### config.mk
export PLATFORM = sky130hd
export DESIGN_NAME = alu_arbiter_flat
export DESIGN_NICKNAME = d
export VERILOG_FILES = /design/src/rtl/alu_arbiter_pkg.sv /design/src/rtl/alu_arbiter_if.sv /design/src/rtl/alu_arbiter_alu.sv /design/src/rtl/alu_arbiter.sv /design/src/flat_wrapper.sv
export SDC_FILE = /design/constraint.sdc
export NUM_CORES = 1
export LEC_CHECK = 0
export CAP_MARGIN = 15
export CORE_MARGIN = 2
export CORE_UTILIZATION = 55
export CTS_CLUSTER_DIAMETER = 40
export DETAILED_ROUTE_END_ITERATION = 10
export PLACE_DENSITY = 0.95
export SLEW_MARGIN = 5
export SYNTH_ARGS = -nofsm -noshare
export SYNTH_HDL_FRONTEND = slang
export SYNTH_HIERARCHICAL = 1
export SYNTH_SLANG_ARGS = --single-unit
export TNS_END_PERCENT = 5
### constraint.sdc
create_clock -name i_clk -period 6.35 [get_ports i_clk]
set_input_delay 1.27 -clock i_clk [delete_from_list [all_inputs] [get_ports i_clk]]
set_output_delay 1.27 -clock i_clk [all_outputs]
set_load 0.05 [all_outputs]
### src/rtl/alu_arbiter_pkg.sv
// Shared definitions for the ALU arbiter: data width, opcodes, FSM encodings.
package alu_arbiter_pkg;

    localparam int DATA_W = 8;

    localparam logic [2:0] OP_NOT = 3'b000;
    localparam logic [2:0] OP_OR  = 3'b001;
    localparam logic [2:0] OP_XOR = 3'b010;
    localparam logic [2:0] OP_AND = 3'b011;
    localparam logic [2:0] OP_MUL = 3'b100;
    localparam logic [2:0] OP_ADD = 3'b101;
    localparam logic [2:0] OP_SUB = 3'b110;
    localparam logic [2:0] OP_NOP = 3'b111;

    localparam logic [1:0] ST_IDLE = 2'b00;
    localparam logic [1:0] ST_EXEC = 2'b01;
    localparam logic [1:0] ST_RESP = 2'b10;

endpackage

### src/rtl/alu_arbiter_if.sv
// One requester's request/response channel pair into the ALU arbiter.
interface alu_arbiter_if
    import alu_arbiter_pkg::*;
#(
    parameter int DW = DATA_W
);
    logic          req_valid;
    logic          req_ready;
    logic [2:0]    req_op;
    logic [DW-1:0] req_a;
    logic [DW-1:0] req_b;
    logic          rsp_valid;
    logic          rsp_ready;
    logic [DW-1:0] rsp_data;
    logic          rsp_zero;

    modport master (
        output req_valid, req_op, req_a, req_b, rsp_ready,
        input  req_ready, rsp_valid, rsp_data, rsp_zero
    );

    modport slave (
        input  req_valid, req_op, req_a, req_b, rsp_ready,
        output req_ready, rsp_valid, rsp_data, rsp_zero
    );
endinterface

### src/rtl/alu_arbiter_alu.sv
// Combinational 8-bit ALU; no carry or borrow is produced.
module alu_arbiter_alu
    import alu_arbiter_pkg::*;
#(
    parameter int DW = DATA_W
)(
    input  logic [2:0]    i_op,
    input  logic [DW-1:0] i_a,
    input  logic [DW-1:0] i_b,
    output logic [DW-1:0] o_result
);

    logic [7:0] w_mul;

    // 4x4 multiply on the low nibbles always fits in 8 bits
    assign w_mul = {4'b0000, i_a[3:0]} * {4'b0000, i_b[3:0]};

    // opcode decode
    always_comb begin
        o_result = '0;
        case (i_op)
            OP_NOT:  o_result = ~i_a;
            OP_OR:   o_result = i_a | i_b;
            OP_XOR:  o_result = i_a ^ i_b;
            OP_AND:  o_result = i_a & i_b;
            OP_MUL:  o_result = DW'(w_mul);
            OP_ADD:  o_result = i_a + i_b;
            OP_SUB:  o_result = i_a - i_b;
            default: o_result = '0;
        endcase
    end

endmodule

### src/rtl/alu_arbiter.sv
// Shares one ALU between two requesters, one transaction at a time.
//   state   | meaning
//   ST_IDLE | grant offered to a requester, operands captured on handshake
//   ST_EXEC | ALU evaluates captured operands, result registered
//   ST_RESP | result presented to owner until it takes it
module alu_arbiter
    import alu_arbiter_pkg::*;
#(
    parameter int DW        = DATA_W,
    parameter int PRIO_MODE = 0
)(
    input  logic          i_clk,
    input  logic          i_rst,
    alu_arbiter_if.slave  p_req0,
    alu_arbiter_if.slave  p_req1,
    output logic          o_busy,
    output logic          o_owner
);

    logic [1:0]    r_state;
    logic          r_last_grant;
    logic          r_owner;
    logic [2:0]    r_op;
    logic [DW-1:0] r_a;
    logic [DW-1:0] r_b;
    logic [DW-1:0] r_result;
    logic          r_zero;

    logic          w_idle;
    logic          w_any;
    logic          w_grant;
    logic          w_rsp_take;
    logic [DW-1:0] w_alu_result;

    assign w_idle = (r_state == ST_IDLE);
    assign w_any  = p_req0.req_valid | p_req1.req_valid;

    // grant selection: lone requester wins, ties go by mode
    always_comb begin
        w_grant = 1'b0;
        if (p_req0.req_valid && p_req1.req_valid) begin
            w_grant = (PRIO_MODE != 0) ? 1'b0 : ~r_last_grant;
        end else begin
            w_grant = p_req1.req_valid;
        end
    end

    assign p_req0.req_ready = w_idle && w_any && !w_grant;
    assign p_req1.req_ready = w_idle && w_any &&  w_grant;

    assign p_req0.rsp_valid = (r_state == ST_RESP) && !r_owner;
    assign p_req1.rsp_valid = (r_state == ST_RESP) &&  r_owner;
    assign p_req0.rsp_data  = r_result;
    assign p_req1.rsp_data  = r_result;
    assign p_req0.rsp_zero  = r_zero;
    assign p_req1.rsp_zero  = r_zero;

    assign w_rsp_take = r_owner ? p_req1.rsp_ready : p_req0.rsp_ready;

    assign o_busy  = !w_idle;
    assign o_owner = r_owner;

    alu_arbiter_alu #(.DW(DW)) u_alu (
        .i_op     (r_op),
        .i_a      (r_a),
        .i_b      (r_b),
        .o_result (w_alu_result)
    );

    // transaction FSM: accept, execute, respond
    always_ff @(posedge i_clk) begin
        if (i_rst) begin
            r_state      <= ST_IDLE;
            r_last_grant <= 1'b1;
            r_owner      <= 1'b0;
            r_op         <= OP_NOP;
            r_a          <= '0;
            r_b          <= '0;
            r_result     <= '0;
            r_zero       <= 1'b0;
        end else begin
            case (r_state)
                ST_IDLE: begin
                    if (w_any) begin
                        r_op         <= w_grant ? p_req1.req_op : p_req0.req_op;
                        r_a          <= w_grant ? p_req1.req_a  : p_req0.req_a;
                        r_b          <= w_grant ? p_req1.req_b  : p_req0.req_b;
                        r_owner      <= w_grant;
                        r_last_grant <= w_grant;
                        r_state      <= ST_EXEC;
                    end
                end
                ST_EXEC: begin
                    r_result <= w_alu_result;
                    r_zero   <= (w_alu_result == '0);
                    r_state  <= ST_RESP;
                end
                ST_RESP: begin
                    if (w_rsp_take) begin
                        r_state <= ST_IDLE;
                    end
                end
                default: r_state <= ST_IDLE;
            endcase
        end
    end

endmodule

### src/flat_wrapper.sv
// flat-port wrapper written by rule: the top's interface ports become plain ports
module alu_arbiter_flat import alu_arbiter_pkg::*;
#(
    parameter int DW        = DATA_W,
    parameter int PRIO_MODE = 0
)
  (i_clk, i_rst, o_busy, o_owner, p_req0_req_valid, p_req0_req_op, p_req0_req_a, p_req0_req_b, p_req0_rsp_ready, p_req0_req_ready, p_req0_rsp_valid, p_req0_rsp_data, p_req0_rsp_zero, p_req1_req_valid, p_req1_req_op, p_req1_req_a, p_req1_req_b, p_req1_rsp_ready, p_req1_req_ready, p_req1_rsp_valid, p_req1_rsp_data, p_req1_rsp_zero);
  alu_arbiter_if #(.DW(DW)) p_req0_i ();
  alu_arbiter_if #(.DW(DW)) p_req1_i ();
  input  logic i_clk;
  input  logic i_rst;
  output logic o_busy;
  output logic o_owner;
  input wire logic [$bits(p_req0_i.req_valid)-1:0] p_req0_req_valid;
  input wire logic [$bits(p_req0_i.req_op)-1:0] p_req0_req_op;
  input wire logic [$bits(p_req0_i.req_a)-1:0] p_req0_req_a;
  input wire logic [$bits(p_req0_i.req_b)-1:0] p_req0_req_b;
  input wire logic [$bits(p_req0_i.rsp_ready)-1:0] p_req0_rsp_ready;
  output wire logic [$bits(p_req0_i.req_ready)-1:0] p_req0_req_ready;
  output wire logic [$bits(p_req0_i.rsp_valid)-1:0] p_req0_rsp_valid;
  output wire logic [$bits(p_req0_i.rsp_data)-1:0] p_req0_rsp_data;
  output wire logic [$bits(p_req0_i.rsp_zero)-1:0] p_req0_rsp_zero;
  input wire logic [$bits(p_req1_i.req_valid)-1:0] p_req1_req_valid;
  input wire logic [$bits(p_req1_i.req_op)-1:0] p_req1_req_op;
  input wire logic [$bits(p_req1_i.req_a)-1:0] p_req1_req_a;
  input wire logic [$bits(p_req1_i.req_b)-1:0] p_req1_req_b;
  input wire logic [$bits(p_req1_i.rsp_ready)-1:0] p_req1_rsp_ready;
  output wire logic [$bits(p_req1_i.req_ready)-1:0] p_req1_req_ready;
  output wire logic [$bits(p_req1_i.rsp_valid)-1:0] p_req1_rsp_valid;
  output wire logic [$bits(p_req1_i.rsp_data)-1:0] p_req1_rsp_data;
  output wire logic [$bits(p_req1_i.rsp_zero)-1:0] p_req1_rsp_zero;
  assign p_req0_i.req_valid = p_req0_req_valid;
  assign p_req0_i.req_op = p_req0_req_op;
  assign p_req0_i.req_a = p_req0_req_a;
  assign p_req0_i.req_b = p_req0_req_b;
  assign p_req0_i.rsp_ready = p_req0_rsp_ready;
  assign p_req0_req_ready = p_req0_i.req_ready;
  assign p_req0_rsp_valid = p_req0_i.rsp_valid;
  assign p_req0_rsp_data = p_req0_i.rsp_data;
  assign p_req0_rsp_zero = p_req0_i.rsp_zero;
  assign p_req1_i.req_valid = p_req1_req_valid;
  assign p_req1_i.req_op = p_req1_req_op;
  assign p_req1_i.req_a = p_req1_req_a;
  assign p_req1_i.req_b = p_req1_req_b;
  assign p_req1_i.rsp_ready = p_req1_rsp_ready;
  assign p_req1_req_ready = p_req1_i.req_ready;
  assign p_req1_rsp_valid = p_req1_i.rsp_valid;
  assign p_req1_rsp_data = p_req1_i.rsp_data;
  assign p_req1_rsp_zero = p_req1_i.rsp_zero;
  alu_arbiter #(.DW(DW), .PRIO_MODE(PRIO_MODE)) u_core (.i_clk(i_clk), .i_rst(i_rst), .p_req0(p_req0_i), .p_req1(p_req1_i), .o_busy(o_busy), .o_owner(o_owner));
endmodule
-- Word level (Yosys, flattened, before mapping)
Index checks and enable logic that the tools add are counted.
Widths: inputs -> output; s select.
- mux-type cells: 9
- multiply operators: 1
- equality and inequality tests: 10
- reductions and logical operators: 14
- add/subtract/negate cells: 2
- bitwise gates (word level): 6
- operator list (cell ; count):
    $pmux 8 s7 ; 1
    $mux 8 ; 2
    $eq 3x3->1 const B ; 3
    $add 8x8->8 ; 1
    $and 8x8->8 ; 1
    $logic_not 8->1 ; 1
    $mul 4x4->8 ; 1
    $not 8->8 ; 1
    $or 8x8->8 ; 1
    $sub 8x8->8 ; 1
    $xor 8x8->8 ; 1
    $eq 3x2->1 const B ; 2
    $logic_and 1x1->1 ; 6
    $pmux 2 s3 ; 1
    $mux 2 ; 2
    $reduce_and 2->1 ; 2
    $eq 3x1->1 const B ; 1
    $logic_not 1->1 ; 3
    $logic_not 3->1 ; 1
    $mux 3 ; 1
    $eq 2x1->1 const B ; 1
    $eq 2x2->1 const B ; 1
    $logic_not 2->1 ; 1
    $mux 1 ; 2
    4 further kinds ; 4
- bits in registers: 32
- input port bits: 44
- word-level logic and storage cells: 50
- output and inout port bits: 24

-- Depth between registers and ports, before layout
Gate-level depths: netlist of run 1.
- word-level depth: 4
- depth in mapped cells: 16
- gate-level depth less buffers: 15

-- By module
Netlist of run 1, hierarchy kept.
- modules (own cells, without submodules) (module ; seq. area each (µm²) ; cells an instance ; instances ; area an instance (µm²)):
    alu_arbiter_alu ; 0.0 ; 207 ; 1 ; 1550.2
    alu_arbiter ; 640.6 ; 181 ; 1 ; 1478.9

-- Least setup slack after synthesis of run 1
No wires, ideal clock.
- path type: reg2reg
- start point: reg u_core.r_b[3]
- end point: reg u_core.r_zero, in the netlist u_core/p_req0.rsp_zero
- period minus slack after synthesis: 3.284 ns
- setup time: 0.070 ns
- path buffers: 0
- path slack: 3.066 ns
- required time: 6.280 ns
- data arrival time: 3.213 ns
- cell stages (with the launch flop): 14
- path through: dfxtp_1 nand2_1 fa_1 inv_1 fa_1 ha_1 a211oi_1 o21ai_0 a21oi_1 mux2i_1 a311o_1 nor4_1 nand3_1 a21oi_1
- longest elaborated chain between the ends: 3
- elaborated cells between the ends (all ways): 8
- classes of those cells: add/sub: 2; mul: 1; mux: 1; bitwise: 3; reduce/logical: 1
- ends and longest elaborated chain (item ; RTL line ; text):
    start: declaration ; alu_arbiter.sv:25 ; logic [DW-1:0] r_b;
    start signal: assignment ; alu_arbiter.sv:87 ; r_b <= w_grant ? p_req1.req_b : p_req0.req_b;
    $mul 4x4->8, or another cell as far along ; alu_arbiter_alu.sv:16 ; assign w_mul = {4'b0000, i_a[3:0]} * {4'b0000, i_b[3:0]};
    $pmux 8 s7 * ; alu_arbiter_alu.sv:21 ; case (i_op)
    net u_core.w_alu_result[7] ; alu_arbiter.sv:33 ; logic [DW-1:0] w_alu_result;
    $logic_not 8->1 * ; alu_arbiter.sv:95 ; r_zero <= (w_alu_result == '0);
    end signal: assignment ; alu_arbiter.sv:95 ;
    end: declaration ; alu_arbiter.sv:27 ; logic r_zero;
Mark *: on every way through the listed nets, which the timed path passes. The rest lies on a longest branch.
A chain may end at the register's enable or synchronous reset.

-- Final worst setup path of run 1
- start point: in p_req1_req_valid
- end point: out p_req0_req_ready
- longest elaborated chain between the ends: 4
- elaborated cells between the ends (all ways): 6
- classes of those cells: mux: 1; bitwise: 1; reduce/logical: 4
- ends and longest elaborated chain (item ; RTL line ; text):
    start: declaration ; flat_wrapper.sv:23 ; input wire logic [$bits(p_req1_i.req_valid)-1:0] p_req1_req_valid;
    $logic_and 1x1->1 ; alu_arbiter.sv:41 ; if (p_req0.req_valid && p_req1.req_valid) begin
    $mux 1 ; alu_arbiter.sv:41 ;
    $logic_not 1->1 ; alu_arbiter.sv:48 ; assign p_req0.req_ready = w_idle && w_any && !w_grant;
    $logic_and 1x1->1 * ; alu_arbiter.sv:48 ;
    end: declaration ; flat_wrapper.sv:19 ; output wire logic [$bits(p_req0_i.req_ready)-1:0] p_req0_req_ready;
Every way passes the cells marked *; elsewhere a longest branch is shown, timed or not.

==> summary.txt, run 1 <==
CTS
  – # H-tree levels: 2
  – Number of buffers created by CTS: 5
  – # resized after CTS: 0
  – Post-CTS setup buffers: 0
  – Clock transition at path regs: 0.06 ns
  – Clock latency on the worst-skew pair: 0.28 ns
  – Worst-case clock buffer depth: 2
  – Clock Sink Count: 32
  – Hold buffers post-CTS: 0
  – CTS tree: yes
  – Root buf cell: clkbuf_8

Global route
  – Met1 Track Usage GR: 30.6%
  – Overflow after GRT: 0
  – First-pass GRT wire length: 12700 µm
  – Gr usage total: 25.4%
  – Number of global-route vias before repair: 2890
  – GRT busiest layer: met2
  – Met3 Track Usage GR: 3.22%
  – Largest net degree at the start of global routing: 33
  – Met2 Resource Use GR: 45.6%
  – Initial antenna violation count: 0

Floorplanning
  – FP Rows: 27
  – Die area: 0.00612 mm²
  – I/O pins: 68
  – Starting density of the core: 56.0%
  – Die Ht: 78.2 µm
  – Area of the core: 0.00541 mm²
  – Die Wd: 78.2 µm

Synthesis
  – Mapped Area: 0.00303 mm²
  – Top FF cell, synth: dfxtp_1
  – Number of library cell types mapped by synthesis: 50
  – Synth Area per Inst: 7.81 µm²
  – Post-synth EDFFs: 0
  – Net count after synthesis: 473
  – Register area share after synthesis: 21.1%
  – Mapped Cells: 388
  – FFs w/ async S/R, synth: 0%
  – YS warnings: 6
  – Seq cells post-synth: 32

Worst setup path
  – Worst setup EP type: output port
  – Worst setup path class: input pin to output port
  – CP required: 5.08 ns
  – Critical Path Source Type: input pin
  – CP Max Fanout: 20
  – Arrival time worst endpoint: 3.37 ns

Finish
  – # diodes: 0
  – Most frequent cells in the layout: clkdlybuf4s50_1 (67), nand3_1 (41), ha_1 (36), o21ai_0 (35)
  – Nets: 517
  – Synth-to-layout area growth: 21.6%
  – Commonest non-fill, non-tap cell in the layout: clkdlybuf4s50_1
  – Share of layout cells above drive strength 1: 3.01%

Route
  – Drt pass-1 iters: 5
  – Routed vias/inst: 5.92
  – 1st-iter DRT viols: 201
  – Detailed Route WL: 7640 µm
  – Post-DRT Antenna Nets: 0
  – Drt drc: 0
  – DR WL/cell: 15.2 µm
  – Vias post-DR: 2984

Power
  – Pwr Density: 216 mW/mm²
  – Static Leak: 1.50 nW
  – Total power: 0.000797 W
  – Peak VDD IR: 0.160 mV

Run
  – Max cap viols: 0

Place
  – Hpwl dp: 5860 µm
  – Number of port buffers: 67
  – Gpl congestion: 0.907

Min path
  – Hold Path Class: flop to flop

STA
  – Setup repair after global routing missed its margin: no
  – Min Tclk post-route: 4.64 ns
  – Setup Viol. Count Final: 0
  – Slew margin rel.: 25.8%
  – Fin. Hold Viols: 0
  – Slew Viols, Final: 0
  – TNS Setup: 0 ns
  – Worst-margin pin slew: 1.11 ns
  – Clock skew: 0.00853 ns
  – Tcrit/Tclk final: 73.0%
  – Peak Freq: 216 MHz

Status
  – Run status: completed
synth_stat cells, drive strengths merged (3+ instances only):
master	count	share of area [%]
nor2b	5	1.0
xnor2	8	2.3
dfxtp	32	21
clkbuf	9	1.2
buf	22	5.2
mux2i	4	1.3
nor3b	4	1.4
nand3b	4	0.99
nand3	41	6.8
nor3	3	0.87
ha	36	15
a21oi	26	4.3
o211ai	3	0.74
a211oi	6	1.5
mux4	4	3.3
nand2	26	3.2
nor2	30	4.0
inv	32	4.0
nand4b	3	0.87
fa	5	3.3
nand2b	5	1.0
o21ai	35	5.8
o31ai	3	0.74
a31oi	18	3.7
path summary, 6_finish.rpt:
check | from | end | slack (ns) | depth (start not counted)
setup reg to reg | u_core/r_b[3]$_SDFFE_PP0P_ | u_core/p_req0.rsp_zero$_SDFFE_PP0N_ | 2.54 | 13
setup / recovery | p_req1_req_valid | p_req0_req_ready | 1.71 | 4
hold / removal | u_core/p_req0.rsp_data[1]$_SDFFE_PP0N_ | u_core/p_req0.rsp_data[1]$_SDFFE_PP0N_ | 0.47 | 2
hold reg to reg | u_core/p_req0.rsp_data[1]$_SDFFE_PP0N_ | u_core/p_req0.rsp_data[1]$_SDFFE_PP0N_ | 0.47 | 2
area by class of cell:
type                    instances  area (µm²)
flip-flops and latches         32         641
fillers                       408        1720
multi-input cells             293        2080
well taps                      72        90.1
inverters                      32         120
clock buffers                   6        72.6
clock inverters                 1        5.00
repair buffers                 68         678
metrics by stage:
stage / std cells / util (%) / hold slack, ns / instance area (µm²) / worst slack [ns]
after floorplan: 388 / - / 0.447 / 3030 / 3.07
final: 504 / 68.1 / 0.472 / 3680 / 1.71
after CTS: 504 / 68.1 / 0.477 / 3680 / 1.71
after global routing: 504 / 68.1 / 0.499 / 3680 / 1.59
after global placement: 497 / 66.7 / 0.460 / 3600 / 1.78
after detailed placement: 497 / 66.7 / 0.468 / 3600 / 1.71
critical path, stage by stage:
cell and delay (ns):
clkdlybuf4s50_1 0.45, or2b_1 0.57, and3_1 0.27, clkdlybuf4s50_1 0.80
state kept, by name (all words and copies together) (netlist names):
| register | cells |
|---|---|
| u_core/r_last_grant | 1 |
| u_core/p_req0.rsp_data | 8 |
| u_core/r_state | 2 |
| u_core/o_owner | 1 |
| u_core/r_a | 8 |
| u_core/p_req0.rsp_zero | 1 |
| u_core/r_b | 8 |
| u_core/r_op | 3 |
cell families (layout without fill, tap and decap cells):
| group | count (synthesis) | count (layout) | share of synthesized area, % |
|---|---|---|---|
| flops | 32 | 32 | 21.1 |
| simple gates | 131 | 131 | 22.5 |
| xor+xnor | 10 | 10 | 2.89 |
| compound gates | 103 | 103 | 20.3 |
| fa+ha+maj | 41 | 41 | 18.2 |
| mux | 8 | 8 | 4.67 |
| buf+inv | 63 | 107 | 10.3 |
per-layer routing:
layer	share of wire [%]	up-vias	routed length, µm
met2	50	142	3830
met1	41	1368	3100
met5	0	-	0
li1	-	1454	-
met3	6.5	20	496
met4	2.9	0	220
power by group:
| group | total, W | internal (W) | switching, W |
|---|---|---|---|
| combinational | 0.000393 | 0.000170 | 0.000223 |
| clock | 0.000144 | 0.0000743 | 0.0000700 |
| sequential | 0.000260 | 0.000221 | 0.0000389 |
| total | 0.000797 | 0.000465 | 0.000332 |
Note: power is estimated with default switching activity, not from simulation.
==> run 2, diff against run 1 <==
CORE_UTILIZATION = 52   (was 55)
PLACE_DENSITY = 0.92   (was 0.95)
clock period = 4.5 ns   (was 6.35 ns; I/O delays follow)
==> run 2 against run 1 <==
Against the previous run: global-route usage grew 0.13 points; register-to-register slack lost 1.9 ns; power grew 43%; die area grew 5.5%; non-clock buffer count grew 1; cell area grew 0.20%; clock skew shrank 0.0048 ns; utilization shrank 1.9 points; cell count grew 0.20%; routed wire length grew 2.3%; critical endpoint unchanged.
==> summary.txt, run 2 (synthesis gave the netlist of run 1 again) <==
CTS
  – # resized after CTS: 0 (unchanged)
  – Post-CTS setup buffers: 0 (unchanged)
  – CTS tree: yes (unchanged)
  – Hold buffers post-CTS: 0 (unchanged)
  – Root buf cell: clkbuf_8 (unchanged)
  – Clock latency on the worst-skew pair: 0.28 ns (about the same)
  – Clock transition at path regs: 0.06 ns (about the same)
  – Clock Sink Count: 32 (unchanged)
  – # H-tree levels: 2 (unchanged)
  – Worst-case clock buffer depth: 2 (unchanged)
  – Number of buffers created by CTS: 5 (unchanged)

Worst setup path
  – Arrival time worst endpoint: 3.01 ns (was 3.37 ns)
  – Worst setup EP type: output port (unchanged)
  – Critical Path Source Type: input pin (unchanged)
  – CP required: 3.60 ns (was 5.08 ns)
  – CP Max Fanout: 20 (unchanged)
  – Worst setup path class: input pin to output port (unchanged)

Route
  – Post-DRT Antenna Nets: 0 (unchanged)
  – Drt pass-1 iters: 5 (unchanged)
  – Drt drc: 0 (unchanged)
  – DR WL/cell: 15.5 µm (was 15.2 µm)
  – Routed vias/inst: 5.95 (was 5.92)
  – 1st-iter DRT viols: 243 (was 201)
  – Vias post-DR: 3007 (was 2984)
  – Detailed Route WL: 7820 µm (was 7640 µm)

Global route
  – Number of global-route vias before repair: 2884 (was 2890)
  – Initial antenna violation count: 0 (unchanged)
  – First-pass GRT wire length: 13200 µm (was 12700 µm)
  – Largest net degree at the start of global routing: 33 (unchanged)
  – Overflow after GRT: 0 (unchanged)
  – Gr usage total: 25.5% (was 25.4%)

Floorplanning
  – FP Rows: 27 (unchanged)
  – I/O pins: 68 (unchanged)
  – Die area: 0.00645 mm² (was 0.00612 mm²)
  – Starting density of the core: 54.3% (was 56.0%)
  – Area of the core: 0.00557 mm² (was 0.00541 mm²)
  – Die Wd: 80.3 µm (was 78.2 µm)
  – Die Ht: 80.3 µm (was 78.2 µm)

Run
  – Max cap viols: 0 (unchanged)

Place
  – Number of port buffers: 67 (unchanged)
  – Hpwl dp: 5930 µm (was 5860 µm)
  – Gpl congestion: 0.956 (was 0.907)
  – Placed instance count: 498 (was 497)

Finish
  – Final Core Density: 66.2% (was 68.1%)
  – Commonest non-fill, non-tap cell in the layout: clkdlybuf4s50_1 (unchanged)
  – Finished Layout Cells: 505 (was 504)
  – Nets: 518 (was 517)
  – Synth-to-layout area growth: 21.8% (was 21.6%)
  – # diodes: 0 (unchanged)
  – Most frequent cells in the layout: clkdlybuf4s50_1 (67), nand3_1 (41), ha_1 (36), o21ai_0 (35) (unchanged)
  – Share of layout cells above drive strength 1: 3.23% (was 3.01%)

STA
  – Slew Viols, Final: 0 (unchanged)
  – Setup repair after global routing missed its margin: no (unchanged)
  – Worst-margin pin slew: 1.08 ns (was 1.11 ns)
  – Fin. Hold Viols: 0 (unchanged)
  – Tcrit/Tclk final: 86.9%
  – TNS Setup: 0 ns (unchanged)
  – Setup Viol. Count Final: 0 (unchanged)
  – Min Tclk post-route: 3.91 ns
  – Clock skew: 0.00372 ns (was 0.00853 ns)
  – Slew margin rel.: 27.5% (was 25.8%)
  – Peak Freq: 256 MHz

Min path
  – Hold Path Class: flop to flop (unchanged)

Status
  – Run status: completed (unchanged)

Power
  – Peak VDD IR: 0.193 mV (was 0.160 mV)
  – Static Leak: 1.51 nW (was 1.50 nW)
  – Pwr Density: 308 mW/mm² (was 216 mW/mm²)
[run 2: critical path: stages]
cell and delay, ns:
clkdlybuf4s50_1 0.45, or2b_1 0.58, and3_1 0.27, clkdlybuf4s50_1 0.81
[run 2: metrics by stage]
stage,hold slack [ns],worst slack (ns),total power (W),instance area [µm²]
3_3_place_gp,0.461,0.652,0.000896,3610
2_1_floorplan,0.447,1.22,0.000779,3030
6_report,0.476,0.592,0.00114,3690
3_5_place_dp,0.468,0.610,0.000919,3610
5_1_grt,0.501,0.434,0.00121,3690
4_1_cts,0.477,0.608,0.00113,3690
[run 2: worst paths after layout]
check | depth (start not counted) | start | slack (ns) | end
worst max-delay path | 4 | p_req1_req_valid | 0.59 | p_req0_req_ready
worst min-delay path | 2 | u_core/p_req0.rsp_data[4]$_SDFFE_PP0N_ | 0.48 | u_core/p_req0.rsp_data[4]$_SDFFE_PP0N_
worst max register to register | 13 | u_core/r_b[3]$_SDFFE_PP0P_ | 0.69 | u_core/p_req0.rsp_zero$_SDFFE_PP0N_
worst min register to register | 2 | u_core/p_req0.rsp_data[4]$_SDFFE_PP0N_ | 0.48 | u_core/p_req0.rsp_data[4]$_SDFFE_PP0N_
[run 2: power by group]
part	switching, W	total [W]	leakage [nW]	internal [W]
sequential	0.0000501	0.000362	0.263	0.000312
clock	0.000102	0.000207	0.0410	0.000105
combinational	0.000327	0.000568	1.20	0.000242
total	0.000478	0.00114	1.51	0.000659
[run 2: metal layers]
metal,share of wire (%),routed length (µm),up-vias,track usage [%]
met2,49,3840,127,45.7
li1,-,-,1459,-
met1,43,3400,1406,31.5
met4,1.8,138,0,7.46
met5,0,0,-,0
met3,5.7,443,15,3.82
[run 2: layout make-up]
class,instances,area [µm²]
clock inverter,1,5.00
tap,72,90.1
sequential,32,641
fill,436,1880
multi-input combinational,293,2080
timing repair buffer,69,686
clock buffer,6,72.6
inverter,32,120
==> run 3, diff against run 2 <==
CAP_MARGIN = default   (was 15)
==> results of run 3 <==
No change in the layout: final DEF, timing and power equal those of run 2.
